$ cat src/rtl/rx_arb_pkg.sv
// rx_arb_pkg: FSM encoding, OUT_DATA field layout and shared helpers for rx_link_arbiter.
package rx_arb_pkg;

    localparam int DATA_SIZE   = 25;
    localparam int ID_LSB      = 25;
    localparam int ID_WIDTH    = 3;
    localparam int OUT_WIDTH   = 32;
    localparam int BURST_WIDTH = 8;

    typedef enum logic {
        IDLE = 1'b0,
        XFER = 1'b1
    } arb_state_t;

    typedef logic [ID_WIDTH-1:0] chan_id_t;

    function automatic logic [OUT_WIDTH-1:0] pack_out(input chan_id_t id,
                                                      input logic [DATA_SIZE-1:0] word);
        logic [OUT_WIDTH-1:0] packed_word;
        packed_word = '0;
        packed_word[ID_LSB +: ID_WIDTH] = id;
        packed_word[DATA_SIZE-1:0]      = word;
        return packed_word;
    endfunction

endpackage

$ cat src/rtl/rx_rr_select.sv
// rx_rr_select: combinational rotating-priority pick of the first requester after 'last'.
module rx_rr_select #(
    parameter int NUM_RX = 8
) (
    input  logic [NUM_RX-1:0]               req,
    input  logic [rx_arb_pkg::ID_WIDTH-1:0] last,
    output logic                            hit,
    output logic [rx_arb_pkg::ID_WIDTH-1:0] idx
);
    import rx_arb_pkg::*;

    chan_id_t cand;

    // Walk the ring from the furthest slot back to the nearest so the nearest requester after 'last' wins.
    always_comb begin
        hit  = 1'b0;
        idx  = '0;
        cand = '0;
        for (int k = NUM_RX; k >= 1; k--) begin
            cand = chan_id_t'((int'(last) + k) % NUM_RX);
            if (req[cand]) begin
                hit = 1'b1;
                idx = cand;
            end
        end
    end

endmodule

$ cat src/rtl/rx_link_arbiter.sv
// rx_link_arbiter: round-robin burst arbiter draining NUM_RX FWFT receiver FIFOs onto one valid/ready stream.
// Define RX_ARB_WORD_CNT_EN to build the saturating accepted-word counter behind WORD_CNT.
module rx_link_arbiter #(
    parameter int NUM_RX    = 8,
    parameter int MAX_BURST = 16,
    parameter int DATA_SIZE = 25
) (
    input  logic                             BUS_CLK,
    input  logic                             RESET,
    input  logic [NUM_RX-1:0]                RX_EMPTY,
    input  logic [NUM_RX*DATA_SIZE-1:0]      RX_DATA,
    output logic [NUM_RX-1:0]                RX_READ,
    input  logic [NUM_RX-1:0]                EN_MASK,
    output logic                             OUT_VALID,
    input  logic                             OUT_READY,
    output logic [rx_arb_pkg::OUT_WIDTH-1:0] OUT_DATA,
    output logic                             BUSY,
    output logic [31:0]                      WORD_CNT
);
    import rx_arb_pkg::*;

    localparam logic [BURST_WIDTH-1:0] BURST_LAST = BURST_WIDTH'(MAX_BURST - 1);
    localparam chan_id_t               LAST_INIT  = chan_id_t'(NUM_RX - 1);

    arb_state_t             state;
    arb_state_t             state_next;
    chan_id_t               grant;
    chan_id_t               grant_next;
    chan_id_t               last;
    chan_id_t               last_next;
    logic [BURST_WIDTH-1:0] burst_cnt;
    logic [BURST_WIDTH-1:0] burst_next;

    logic [NUM_RX-1:0]    eligible;
    logic                 sel_hit;
    chan_id_t             sel_idx;
    logic                 cur_empty;
    logic                 cur_en;
    logic [DATA_SIZE-1:0] cur_word;
    logic                 handshake;
    logic                 burst_done;

    assign eligible = EN_MASK & ~RX_EMPTY;

    rx_rr_select #(
        .NUM_RX (NUM_RX)
    ) u_select (
        .req  (eligible),
        .last (last),
        .hit  (sel_hit),
        .idx  (sel_idx)
    );

    // RESET masks the handshake so no word is popped in a cycle whose state is being discarded.
    always_comb begin
        cur_empty  = RX_EMPTY[grant];
        cur_en     = EN_MASK[grant];
        cur_word   = RX_DATA[int'(grant)*DATA_SIZE +: DATA_SIZE];
        OUT_VALID  = (state == XFER) && !cur_empty && !RESET;
        OUT_DATA   = (state == XFER) ? pack_out(grant, cur_word) : '0;
        handshake  = OUT_VALID && OUT_READY;
        burst_done = handshake && (burst_cnt == BURST_LAST);
        RX_READ    = '0;
        if (handshake) begin
            RX_READ[grant] = 1'b1;
        end
    end

    always_comb begin
        state_next = state;
        grant_next = grant;
        last_next  = last;
        burst_next = burst_cnt;
        case (state)
            IDLE: begin
                if (sel_hit) begin
                    state_next = XFER;
                    grant_next = sel_idx;
                    burst_next = '0;
                end
            end
            XFER: begin
                if (handshake) begin
                    burst_next = burst_cnt + 1'b1;
                end
                // A handshake in the same cycle as a mask drop still completes before leaving.
                if (burst_done || cur_empty || !cur_en) begin
                    state_next = IDLE;
                    last_next  = grant;
                end
            end
            default: begin
                state_next = IDLE;
            end
        endcase
    end

    always_ff @(posedge BUS_CLK) begin
        if (RESET) begin
            state     <= IDLE;
            grant     <= '0;
            last      <= LAST_INIT;
            burst_cnt <= '0;
        end else begin
            state     <= state_next;
            grant     <= grant_next;
            last      <= last_next;
            burst_cnt <= burst_next;
        end
    end

    assign BUSY = (state == XFER);

`ifdef RX_ARB_WORD_CNT_EN
    logic [31:0] word_cnt;

    always_ff @(posedge BUS_CLK) begin
        if (RESET) begin
            word_cnt <= '0;
        end else if (handshake && (word_cnt != 32'hFFFF_FFFF)) begin
            word_cnt <= word_cnt + 32'd1;
        end
    end

    assign WORD_CNT = word_cnt;
`else
    assign WORD_CNT = '0;
`endif

endmodule

$ cat config.mk
export PLATFORM = sky130hd
export DESIGN_NAME = rx_link_arbiter
export DESIGN_NICKNAME = d
export VERILOG_FILES = /design/src/rtl/rx_arb_pkg.sv /design/src/rtl/rx_rr_select.sv /design/src/rtl/rx_link_arbiter.sv
export SDC_FILE = /design/constraint.sdc
export NUM_CORES = 1
export LEC_CHECK = 0
export BUFFER_PORTS_ARGS = -buffer_cell sky130_fd_sc_hd__buf_2
export CAP_MARGIN = 40
export CORE_AREA = 2 2 114 116
export DETAILED_ROUTE_END_ITERATION = 10
export DIE_AREA = 0 0 116 118
export PLACE_DENSITY = 0.69
export SLEW_MARGIN = 10
export SYNTH_ARGS = -nofsm -noshare
export SYNTH_HDL_FRONTEND = slang
export SYNTH_HIERARCHICAL = 1
export SYNTH_SLANG_ARGS = --single-unit
$ cat constraint.sdc
create_clock -name BUS_CLK -period 3.25 [get_ports BUS_CLK]
set_input_delay 0.1625 -clock BUS_CLK [delete_from_list [all_inputs] [get_ports BUS_CLK]]
set_output_delay 0.1625 -clock BUS_CLK [all_outputs]
set_load 0.02 [all_outputs]
## Yosys cells after proc, flatten, opt, wreduce, memory -nomap -nowiden

Index checks and enable logic that the tools add are counted.

| storage, ports and cells | value |
|---|---|
| bits in registers | 15 |
| word-level logic and storage cells | 90 |

| operators by class | value |
|---|---|
| add/sub/neg operators | 9 |
| $mul | 1 |
| magnitude comparators | 10 |
| equality and inequality tests | 3 |
| shifts and indexed selects | 1 |
| muxes and demuxes | 46 |
| bitwise operators | 3 |
| reduce and logical (&&, ||, !) cells | 13 |

Operator list:

| operator | count |
|---|---|
| 200-bit by 9-bit indexed part select with 25-bit output | 1 |
| 3-bit by 4-bit < comparator with 1-bit output (second input constant) | 9 |
| 1-bit binary-select mux with 3-bit select | 10 |
| 28-bit 2-to-1 mux | 1 |
| 3-bit 2-to-1 mux | 8 |
| 8-bit 2-to-1 mux | 3 |
| 1-bit 2-to-1 mux | 21 |
| 8-bit case mux with 2 select lines | 1 |
| 3-bit adder (second input constant) | 4 |
| 8-bit by 1-bit adder with 8-bit output (second input constant) | 1 |
| 8-bit bitwise AND | 1 |
| 8-bit by 4-bit equality test with 1-bit output (second input constant) | 1 |
| 3-bit by 5-bit multiplier with 8-bit output (second input constant) | 1 |
| 8-bit NOT | 1 |
| 3-bit by 1-bit adder with 3-bit output (second input constant) | 2 |
| 3-bit by 2-bit adder with 3-bit output (second input constant) | 2 |
| 2-bit AND reduction | 3 |
| 1-bit logical AND | 5 |
| 1-bit demux with 3-bit select | 1 |
| 3-bit by 1-bit >= comparator with 1-bit output (second input constant) | 1 |
| 1-bit zero test | 3 |
| 1-bit logical OR | 2 |
| 2-bit by 1-bit != test with 1-bit output (second input constant) | 1 |
| 2-bit != test (second input constant) | 1 |
| other kinds (2) | 2 |

## Longest topological paths before layout

Gate-level depths: netlist (run 1).

| logic depth | value |
|---|---|
| depth in word-level cells | 14 |
| depth in mapped cells | 14 |
| gate-level depth less buffers | 10 |

## Hierarchy

The synthesis (run 1) kept the hierarchy.

Modules (own cells, without submodules):

| module | times used | cells an instance | area each (um^2) | seq. area each (um^2) |
|---|---|---|---|---|
| rx_link_arbiter | 1 | 314 | 2397.3 | 300.3 |
| rx_rr_select | 1 | 77 | 674.4 | 0.0 |

## Least setup slack after synthesis (run 1)

OpenSTA, ideal clock, no wires.

| timing path | value |
|---|---|
| kind | flip-flop to flip-flop |
| start | reg last[1] |
| end | reg burst_cnt[3] |
| setup time | 0.087 ns |
| arrival | 3.064 ns |
| slack | 0.099 ns |
| stages on the path, launching flop included | 14 |
| buffers on the path | 3 |
| period minus slack after synthesis | 3.151 ns |
| cell sequence | dfxtp_1 -> clkbuf_1 -> inv_1 -> ha_1 -> buf_6 -> mux4_2 -> mux2_4 -> nor4_1 -> nand3_1 -> nor2b_1 -> clkbuf_1 -> nor2_1 -> o211ai_1 -> o31ai_1 |

| between the ends | value |
|---|---|
| cells in the longest elaborated chain, start to end | 13 |
| elaborated cells on any way between the ends | 34 |
| classes of those cells | 8 x add/sub; 1 x eq/ne; 24 x mux; 1 x reduce/logical |

RTL lines:

| what | line | text |
|---|---|---|
| start: declaration | rx_link_arbiter.sv:29 | `chan_id_t last;` |
| start signal: assignment | rx_link_arbiter.sv:107 | `last <= last_next;` |
| 3-bit by 1-bit adder with 3-bit output | rx_rr_select.sv:20 | `cand = chan_id_t'((int'(last) + k) % NUM_RX);` |
| 1-bit binary-select mux with 3-bit select | rx_rr_select.sv:21 | `if (req[cand]) begin` |
| 1-bit 2-to-1 mux (implied by the code) | rx_rr_select.sv:21 |  |
| 1-bit 2-to-1 mux (7 in series) | rx_rr_select.sv:21 |  |
| 1-bit 2-to-1 mux * | rx_rr_select.sv:21 |  |
| via sel_hit | rx_link_arbiter.sv:35 | `logic sel_hit;` |
| 2-bit != test (no source line) * | - |  |
| 2-bit AND reduction (no source line) * | - |  |
| end signal: assignment | rx_link_arbiter.sv:108 | `burst_cnt <= burst_next;` |
| end: declaration | rx_link_arbiter.sv:31 | `logic [BURST_WIDTH-1:0] burst_cnt;` |

The timed path passes the listed nets; every way through them passes the cells marked *. The select of a mux whose other input is x is not followed.
A chain may end at the register's enable or synchronous reset.

## Final worst setup path (run 1)

Same ends and word-level chain as after synthesis.

==> impl_results.md, run 1 <==
* Pins over their slew limit at 0
* Hold path depth at 2
* Vias in the first global route at 3992
* Reg2reg end: burst_cnt[3]$_SDFFE_PP0P_
* H-tree levels at 1
* Pre-CTS setup slack at 334 ps
* Largest net degree at the start of global routing at 27
* Setup crit end kind: flop
* Worst-case reg-to-reg path depth at 10
* R2r setup slk at 310 ps
* Layout area overhead at 48.1%
* Simple-gate share of the synthesized area at 13.7%
* Detailed Route Iter0 Violations at 396
* Post-synthesis mux area share at 14.7%
* First-pass GRT wire length at 22300 µm
* Hold Vio Cnt, Final at 0
* Die Wd at 116 µm
* Layout cells sized above 1 at 48.0%
* Status: finished, final reports clean
* Total power at 2740 µW
* Xor/xnor share of the synthesized area at 1.43%
* Sum of negative setup slack at 0 ps
* WP data arrival at 3100 ps
* Post_cts resized at 0
* Synth Area in Adders at 1.22%
* Register bit count reported by yosys at 15
* Synth Area in Compound Gates at 42.7%
* Io pins at 293
* RR Startpoint: last[1]$_SDFFE_PP1P_
* Hold worst-path end: grant[2]$_SDFFE_PP0P_
* Mapped cell area at 0.00307 mm²
* Main combinational cell family by area after synthesis: compound AO/OA/AOI/OAI gates
* TritonCTS buffer count at 3
* Clk_skew at 2.32 ps
* GP Congestion at 0.956
* All-Layer GR Usage at 21.0%
* Input/output buffers at 256
* Nets at 854
* Final setup viols at 0
* First-pass iteration count of the detailed router at 5
* TritonCTS clock tree: yes
* EDFF count, synth at 0
* Cts hold-fix bufs at 0
* Grt ovf at 0
* Netlist cell types at 51
* Top FF cell, synth: dfxtp_1
* Design Area, Final at 0.00455 mm²
* VDD IR-drop max at 0.365 mV
* Via density at 5.29
* Final hold slack at 182 ps
* Vias post-DR at 4282
* Leakage at 0.00209 µW
* Slew headroom at 49.0%
* Clock Latency Late Sink at 240 ps
* Root Buffer Master: clkbuf_16
* Min Tclk post-route at 2940 ps
* Asr flop ratio synth at 0%
* Die area at 0.0137 mm²
* Fmax at 0.340 GHz
* RSZ-0062 raised after global routing: false
* Crit path setup slack, layout at 306 ps
* Core Box Area at 0.0124 mm²
* DPL Wire Length at 12700 µm
* Placed cell area at 0.00446 mm²
* Initial antenna violation count at 9
* Crit path launch type: flop
* Total of max-cap violations at 0
* Site Rows at 41
* Tcrit/Tclk final at 90.6%
* Crit Path Category: flop to flop
* Synth Warn # at 6
* Die height at 118 µm
* DRC viols at 0
* PwrDens at 603 mW/mm²
* Worst Setup SP: last[1]$_SDFFE_PP1P_
* Synth Instances at 391
* Min-delay src: RESET
* Syn Area/Cell at 7.86 µm²
* CTS sink count at 15
* Maximum buffer depth of the clock tree at 2
* DR WL/cell at 19.4 µm
* Req. time, crit path at 3400 ps
* Hold Crit Class: input pin to flop
* Starting Density at 24.7%
* Slew at the pin closest to its max-slew limit at 764 ps
* Clock transition at the registers of the reported paths at 50 ps
* Setup Fix Bufs, Post-CTS at 0
* Final wirelength at 15700 µm
* Sequential share of the synthesized area at 9.78%
* ANT nets after route at 0
* CP max FO at 7
## worst max-delay path: stages (launching register included)
cell and delay (ps):
dfxtp_1 320, inv_1 60, ha_1 350, mux4_2 590, mux2_4 330, nor4_1 290, nand3_1 110, nor2b_1 240
nor2_1 320, o211ai_1 150, o31ai_1 90
## layer usage
metal  global-route usage, %  vias up  share of wire [%]  wire, µm
met2                    35.6      287                 48      7510
met3                    5.36       30                 11      1660
met1                    26.3     1977                 40      6240
li1                        -     1984                  -         -
met5                       0        -               0.22        34
met4                    5.36        4                1.8       291
## cells in the final DEF, fill, tap and decap left out, drive strengths merged, types with 4 or more instances in the layout
master	synthesis	routed
a21oi	6	6
a221oi	4	4
a22oi	99	99
a31oi	5	5
a41oi	23	23
and2	12	12
buf	55	272
conb	1	36
dfxtp	15	15
diode	0	6
inv	13	13
mux2	10	10
mux2i	15	15
mux4	8	8
nand2	9	9
nand3	7	7
nor2	15	15
nor2b	15	15
nor3	7	7
o211ai	6	6
o21ai	9	9
## where the power goes
part | switching, µW | internal (µW) | leakage (µW) | total [µW]
logic | 1270 | 947 | 0.00193 | 2220
clock network | 75.1 | 164 | 0.0000409 | 239
registers | 69.1 | 218 | 0.000122 | 287
total | 1420 | 1330 | 0.00209 | 2740
## synth_stat cells, drive strengths merged, types with 2 or more instances
master    n  share of area (%)
a2111oi   2                1.2
a211oi    3               0.73
a21o      2               0.49
a21oi     6               0.98
a221oi    4                1.1
a22o      3               0.86
a22oi    99                 24
a2bb2oi   2               0.77
a31oi     5                1.0
a41oi    23                6.6
and2     12                2.4
and3      2               0.41
buf      55                 13
clkbuf   16                2.0
dfxtp    15                9.8
ha        3                1.2
inv      13                1.6
mux2     10                3.9
mux2i    15                4.9
mux4      8                5.9
nand2     9                1.1
nand2b    2               0.41
nand3     7                1.1
nand4     2               0.41
nor2     15                1.8
nor2b    15                3.1
nor3      7                1.3
o211ai    6                1.5
o21a      2               0.49
o21ai     9                1.5
o311ai    2               0.57
o31ai     2               0.49
or3       2               0.45
xnor2     3               0.86
xor2      2               0.57
## logic make-up after synthesis
| logic type | Yosys count |
|---|---|
| muxes | 33 |
| AOI/OAI and AO/OA | 171 |
| adders and majority gates | 3 |
| and+or+nand+nor | 78 |
| xor gates and xnor gates | 5 |
| DFF | 15 |
| other | 1 |
| buffers and inverters | 85 |
## registers in the layout, summed over array words and instances, names as in the netlist
| signal | cells |
|---|---|
| burst_cnt | 8 |
| BUSY | 1 |
| last | 3 |
| grant | 3 |
## how the worst max path moves through the flow
stage	to	slack, ps	depth (start not counted)
after floorplan	burst_cnt[3]$_SDFFE_PP0P_	100	13
after global placement	burst_cnt[4]$_SDFFE_PP0P_	400	10
after detailed placement	burst_cnt[7]$_SDFFE_PP0P_	330	10
after CTS	burst_cnt[7]$_SDFFE_PP0P_	320	10
after global routing	burst_cnt[7]$_SDFFE_PP0P_	80	10
final	burst_cnt[3]$_SDFFE_PP0P_	310	10
## final cells by class
cell class	count	area, µm²
sequential	15	300
clock buffer	3	75.1
multi-input combinational	326	2420
clock inverter	1	5.00
timing repair buffer	272	1470
tap	172	215
inverter	14	52.6
antenna	6	15.0
fill	1346	7860
## per-stage QoR
stage / utilization [%] / std cells
finish: 36.7 / 809
CTS: 36.5 / 803
floorplan: - / 426
global placement: 35.7 / 798
global route: 36.6 / 805
detailed placement: 35.9 / 799
Power figures use the tool's default switching activity.
==> run 2: changes to the inputs <==
- CORE_AREA: 2 2 114 116 -> 2 2 113 115
- DIE_AREA: 0 0 116 118 -> 0 0 115 117
- PLACE_DENSITY: 0.69 -> 0.68
- clock period: 3.25 -> 3.7 ns (I/O delays scaled with it)
==> impl_results.md, run 2 (same netlist as run 1, synthesis figures left out) <==
* Internal power at 1150 µW (-13%)
* Largest registers: burst_cnt (8), grant (3), last (3)
* Io pins at 293 (unchanged)
* Die Wd at 115 µm (-0.86%)
* Worst Path Buf+Inv at 2 (+1)
* Core Box Area at 0.0123 mm² (-0.83%)
* Pins over their slew limit at 0 (unchanged)
* Starting Density at 24.9% (+0.21 points)
* Crit path max-delay cell type: mux4_2
* VDD IR-drop max at 0.410 mV (+12%)
* Via density at 5.42 (+2.4%)
* Grt ovf at 0 (unchanged)
* Crit Path Category: flop to flop
* Cell with the most instances on the worst path: inv_1
* Status: finished, final reports clean
* Total power at 2400 µW (-13%)
* Final setup viols at 0 (unchanged)
* Fill count at 1309 (-2.7%)
* Setup crit end kind: flop
* Max incr delay on CP at 600 ps (about the same)
* Worst-case reg-to-reg path depth at 10 (unchanged)
* Layout area overhead at 46.4%
* Sequential share of power at 10.5% (about the same)
* Input/output buffers at 256 (unchanged)
* Die area at 0.0135 mm² (-1.7%)
* Detailed Route Iter0 Violations at 313 (-21%)
* Site Rows at 41 (unchanged)
* Die height at 117 µm (-0.85%)
* GP Congestion at 0.890 (-6.9%)
* Clock transition at the registers of the reported paths at 50 ps (about the same)
* Leakage at 0.00210 µW (+0.25%)
* Post_cts resized at 0 (unchanged)
* Total of max-cap violations at 0 (unchanged)
* TritonCTS clock tree: yes
* First-pass GRT wire length at 20300 µm (-9.0%)
* Commonest non-fill, non-tap cell in the layout: buf_2
* Hold Crit Class: input pin to flop
* Vias in the first global route at 3705 (-7.2%)
* Reg with most FFs: burst_cnt
* Clock power share at 9.0% (+0.3 points)
* Root Buffer Master: clkbuf_16
* Hold path depth at 2 (unchanged)
* Fmax at 0.327 GHz (-3.8%)
* First-pass iteration count of the detailed router at 5 (unchanged)
* Hold Vio Cnt, Final at 0 (unchanged)
* All-Layer GR Usage at 19.6% (-1.5 points)
* WP data arrival at 3230 ps (+130 ps)
* Most frequent cells in the layout: 256 x buf_2, 99 x a22oi_1, 36 x conb_1
* Slew headroom at 46.5% (-2.5 points)
* H-tree levels at 1 (unchanged)
* CP Cell Sequence: inv_1 > ha_1 > mux4_2 > mux2_4 > nor4_1 > nand3_1 > nor2b_1 > nor2_1 > inv_1 > a21oi_1
* Crit path launch type: flop
* Largest net degree at the start of global routing at 27 (unchanged)
* Delay-heaviest family, CP: multiplexers
* Setup Fix Bufs, Post-CTS at 0 (unchanged)
* Sw frac at 51.9% (+0.36 points)
* DRC viols at 0 (unchanged)
* Sum of negative setup slack at 0 ps (unchanged)
* Clock Latency Late Sink at 250 ps (about the same)
* CP max FO at 8 (+1)
* Max reg flops at 8 (unchanged)
* Final wirelength at 14900 µm (-5.5%)
* Clk_skew at 5.37 ps (+3.05 ps)
* Layout cells sized above 1 at 48.2% (+0.16 points)
* CTS sink count at 15 (unchanged)
* Maximum buffer depth of the clock tree at 2 (unchanged)
* TritonCTS buffer count at 3 (unchanged)
* RSZ-0062 raised after global routing: false
* Vias post-DR at 4250 (-0.75%)
* Slew at the pin closest to its max-slew limit at 802 ps (+38.3 ps)
* ANT nets after route at 0 (unchanged)
* Cts hold-fix bufs at 0 (unchanged)
* Req. time, crit path at 3870 ps (+470 ps)
* Initial antenna violation count at 2 (-7)
* Min Tclk post-route at 3060 ps (+115 ps)
* Tcrit/Tclk final at 82.7% (-7.9 points)
* DPL Wire Length at 12100 µm (-5.2%)
* Levels on crit path at 10 (unchanged)
* Net Sw Power at 1250 µW (-12%)
* Combinational share of power at 80.5% (-0.3 points)
* PwrDens at 534 mW/mm² (-11%)
* DR WL/cell at 19.0 µm (-2.5%)
* Nets at 856 (+0.23%)
run 2: changes by cell type in the layout (fill, tap and decap cells not counted):
cell / change
buf_4: +5
diode_2: -5
buf_12: -4
buf_16: +1
run 2: final timing paths:
check	slack [ps]	start	end
worst min register to register	500	burst_cnt[7]$_SDFFE_PP0P_	burst_cnt[7]$_SDFFE_PP0P_
worst min-delay path	210	RESET	grant[1]$_SDFFE_PP0P_
worst max register to register	640	last[1]$_SDFFE_PP1P_	burst_cnt[7]$_SDFFE_PP0P_
worst max-delay path	640	last[1]$_SDFFE_PP1P_	burst_cnt[7]$_SDFFE_PP0P_
run 2: per-layer routing:
metal | track usage [%] | share of wire, % | vias to the layer above
met5 | 0 | 0.087 | -
met4 | 3.37 | 1.0 | 2
met3 | 2.21 | 8.9 | 17
met2 | 33.6 | 49 | 279
met1 | 26.8 | 41 | 1966
li1 | - | - | 1986
run 2: power by group through the flow:
stage	clock network, µW	registers (µW)	logic (µW)
after floorplan	0	220	1380
after global placement	0	252	1840
after detailed placement	0	254	1910
after CTS	220	251	1920
after global routing	225	259	2090
final	217	251	1930
run 2: cell type report:
cell class / count / area, µm² / area share, %
antenna: 1 / 2.50 / 0.0557
timing repair buffer: 274 / 1460 / 32.4
clock buffer: 3 / 75.1 / 1.67
clock inverter: 1 / 5.00 / 0.111
tap: 150 / 188 / 4.17
sequential: 15 / 300 / 6.68
inverter: 14 / 52.6 / 1.17
multi-input combinational: 326 / 2420 / 53.7
run 2: per-stage QoR:
step | util [%] | hold WS [ps] | std cells | instance area, µm² | worst slack (ps)
floorplan | - | 257 | 426 | 3200 | 549
global placement | 35.4 | 460 | 777 | 4360 | 706
detailed placement | 35.8 | 464 | 779 | 4410 | 673
CTS | 36.5 | 210 | 783 | 4490 | 654
global route | 36.5 | 226 | 783 | 4490 | 433
finish | 36.5 | 209 | 784 | 4500 | 640
==> run 3: changes to the inputs <==
- CORE_AREA: 2 2 113 115 -> 2 2 114 116
- DIE_AREA: 0 0 115 117 -> 0 0 116 118
- PLACE_DENSITY: 0.68 -> 0.67
- clock period: 3.7 -> 2.93 ns (I/O delays scaled with it)
==> impl_results.md, run 3 (same netlist as run 1, synthesis figures left out) <==
* Hold Crit Class: input pin to flop
* Hold path depth at 2 (unchanged)
* Final hold slack at 203 ps (-5.96 ps)
* H-tree levels at 1 (unchanged)
* Io pins at 293 (unchanged)
* Total of max-cap violations at 0 (unchanged)
* Most frequent cells in the layout: 256 x buf_2, 99 x a22oi_1, 36 x conb_1
* Largest net degree at the start of global routing at 27 (unchanged)
* Slew at the pin closest to its max-slew limit at 653 ps (-148 ps)
* Die Wd at 116 µm (+0.87%)
* Clock Latency Late Sink at 240 ps (about the same)
* CTS sink count at 15 (unchanged)
* RR Startpoint: last[1]$_SDFFE_PP1P_
* DPL Wire Length at 12200 µm (+0.81%)
* Maximum buffer depth of the clock tree at 2 (unchanged)
* VDD IR-drop max at 0.536 mV (+31%)
* R2r setup slk at 220 ps (-420 ps)
* Leakage at 0.00210 µW (-0.18%)
* GP Congestion at 0.915 (+2.7%)
* Tcrit/Tclk final at 92.6% (+9.9 points)
* Fill count at 1334 (+1.9%)
* Min Tclk post-route at 2710 ps (-346 ps)
* Pins over their slew limit at 0 (unchanged)
* Initial antenna violation count at 1 (-1)
* Die area at 0.0137 mm² (+1.7%)
* Setup crit end kind: flop
* Sum of negative setup slack at 0 ps (unchanged)
* RSZ-0062 raised after global routing: false
* Die height at 118 µm (+0.85%)
* Core Box Area at 0.0124 mm² (+0.83%)
* Area of the multi-input gates at 0.00243 mm² (+0.78%)
* Vias in the first global route at 3997 (+7.9%)
* Starting Density at 24.7% (-0.21 points)
* Fmax at 0.369 GHz (+13%)
* Root Buffer Master: clkbuf_16
* Cts hold-fix bufs at 0 (unchanged)
* Detailed Route Iter0 Violations at 306 (-2.2%)
* Worst Setup SP: last[1]$_SDFFE_PP1P_
* Req. time, crit path at 3090 ps (-780 ps)
* Post_cts resized at 0 (unchanged)
* Pre-CTS setup slack at 135 ps (-538 ps)
* Placed cells at 803 (+3.1%)
* TritonCTS clock tree: yes
* Setup Fix Bufs, Post-CTS at 0 (unchanged)
* First-pass iteration count of the detailed router at 5 (unchanged)
* First-pass GRT wire length at 22000 µm (+8.6%)
* DR WL/cell at 18.7 µm (-1.4%)
* Final wirelength at 15100 µm (+1.5%)
* Layout area overhead at 47.4%
* Via density at 5.31 (-2.0%)
* Final std cells w/o fill at 807 (+2.9%)
* CP max FO at 6 (-2)
* Hold Vio Cnt, Final at 0 (unchanged)
* Nets at 858 (+0.23%)
* Sequential cell area at 300 µm² (unchanged)
* TritonCTS buffer count at 3 (unchanged)
* PwrDens at 675 mW/mm² (+26%)
* Max reg flops at 8 (unchanged)
* Crit path launch type: flop
* WP data arrival at 2870 ps (-360 ps)
* ANT nets after route at 0 (unchanged)
* Vias post-DR at 4286 (+0.85%)
* Crit Path Category: flop to flop
* Layout cells sized above 1 at 49.0% (+0.79 points)
* Clk_skew at 1.50 ps (-3.87 ps)
* Largest registers: burst_cnt (8), grant (3), last (3)
* Grt ovf at 0 (unchanged)
* Commonest non-fill, non-tap cell in the layout: buf_2
* Clock transition at the registers of the reported paths at 50 ps (about the same)
* Min-delay src: RESET
* Slew headroom at 56.4% (+9.8 points)
* Status: finished, final reports clean
* Final setup viols at 0 (unchanged)
* Input/output buffers at 256 (unchanged)
* Ant. Diodes at 0 (-1)
* Site Rows at 41 (unchanged)
* DRC viols at 0 (unchanged)
* Reg with most FFs: burst_cnt
* Worst-case reg-to-reg path depth at 10 (unchanged)
* Crit path setup slack, layout at 217 ps (-424 ps)
* All-Layer GR Usage at 20.2% (+0.69 points)
-- run 3: worst paths after layout --
| path | endpoint |
|---|---|
| min | grant[2]$_SDFFE_PP0P_ |
| max | burst_cnt[4]$_SDFFE_PP0P_ |
| max reg2reg | burst_cnt[4]$_SDFFE_PP0P_ |
| min reg2reg | burst_cnt[7]$_SDFFE_PP0P_ |
-- run 3: layout make-up --
cell class              instances  share of cell area [%]
clock inverters                 1                   0.111
repair buffers                276                    31.9
well taps                     172                    4.75
inverters                      14                    1.16
clock buffers                   3                    1.66
flip-flops and latches         15                    6.63
multi-input cells             326                    53.8
-- run 3: critical path: stages (launching register included) --
cell and delay [ps]:
dfxtp_1 320, inv_1 60, ha_2 400, mux4_2 570
mux2_2 310, nor4_2 250, nand3_1 110, nor2b_2 230
nor2_4 180, o211ai_1 110, o31ai_1 80
-- run 3: layer usage --
layer / vias to the layer above / global-route usage (%) / share of wire [%]
li1: 1985 / - / -
met1: 2008 / 26.7 / 41
met2: 271 / 34.9 / 48
met3: 20 / 2.78 / 9.0
met4: 2 / 3.94 / 1.7
met5: - / 0 / 0.086
-- run 3: where the power goes --
part / leakage (µW) / switching, µW / internal (µW)
Combinational: 0.00193 / 1430 / 1050
Clock: 0.0000409 / 83.0 / 182
Sequential: 0.000122 / 71.5 / 242
-- run 3: stage by stage --
stage / total power (µW) / area (µm²) / util (%)
detailed placement: 2750 / 4440 / 35.7
global route: 3270 / 4530 / 36.5
floorplan: 2050 / 3220 / -
global placement: 2750 / 4440 / 35.7
CTS: 3020 / 4520 / 36.4
finish: 3060 / 4530 / 36.5
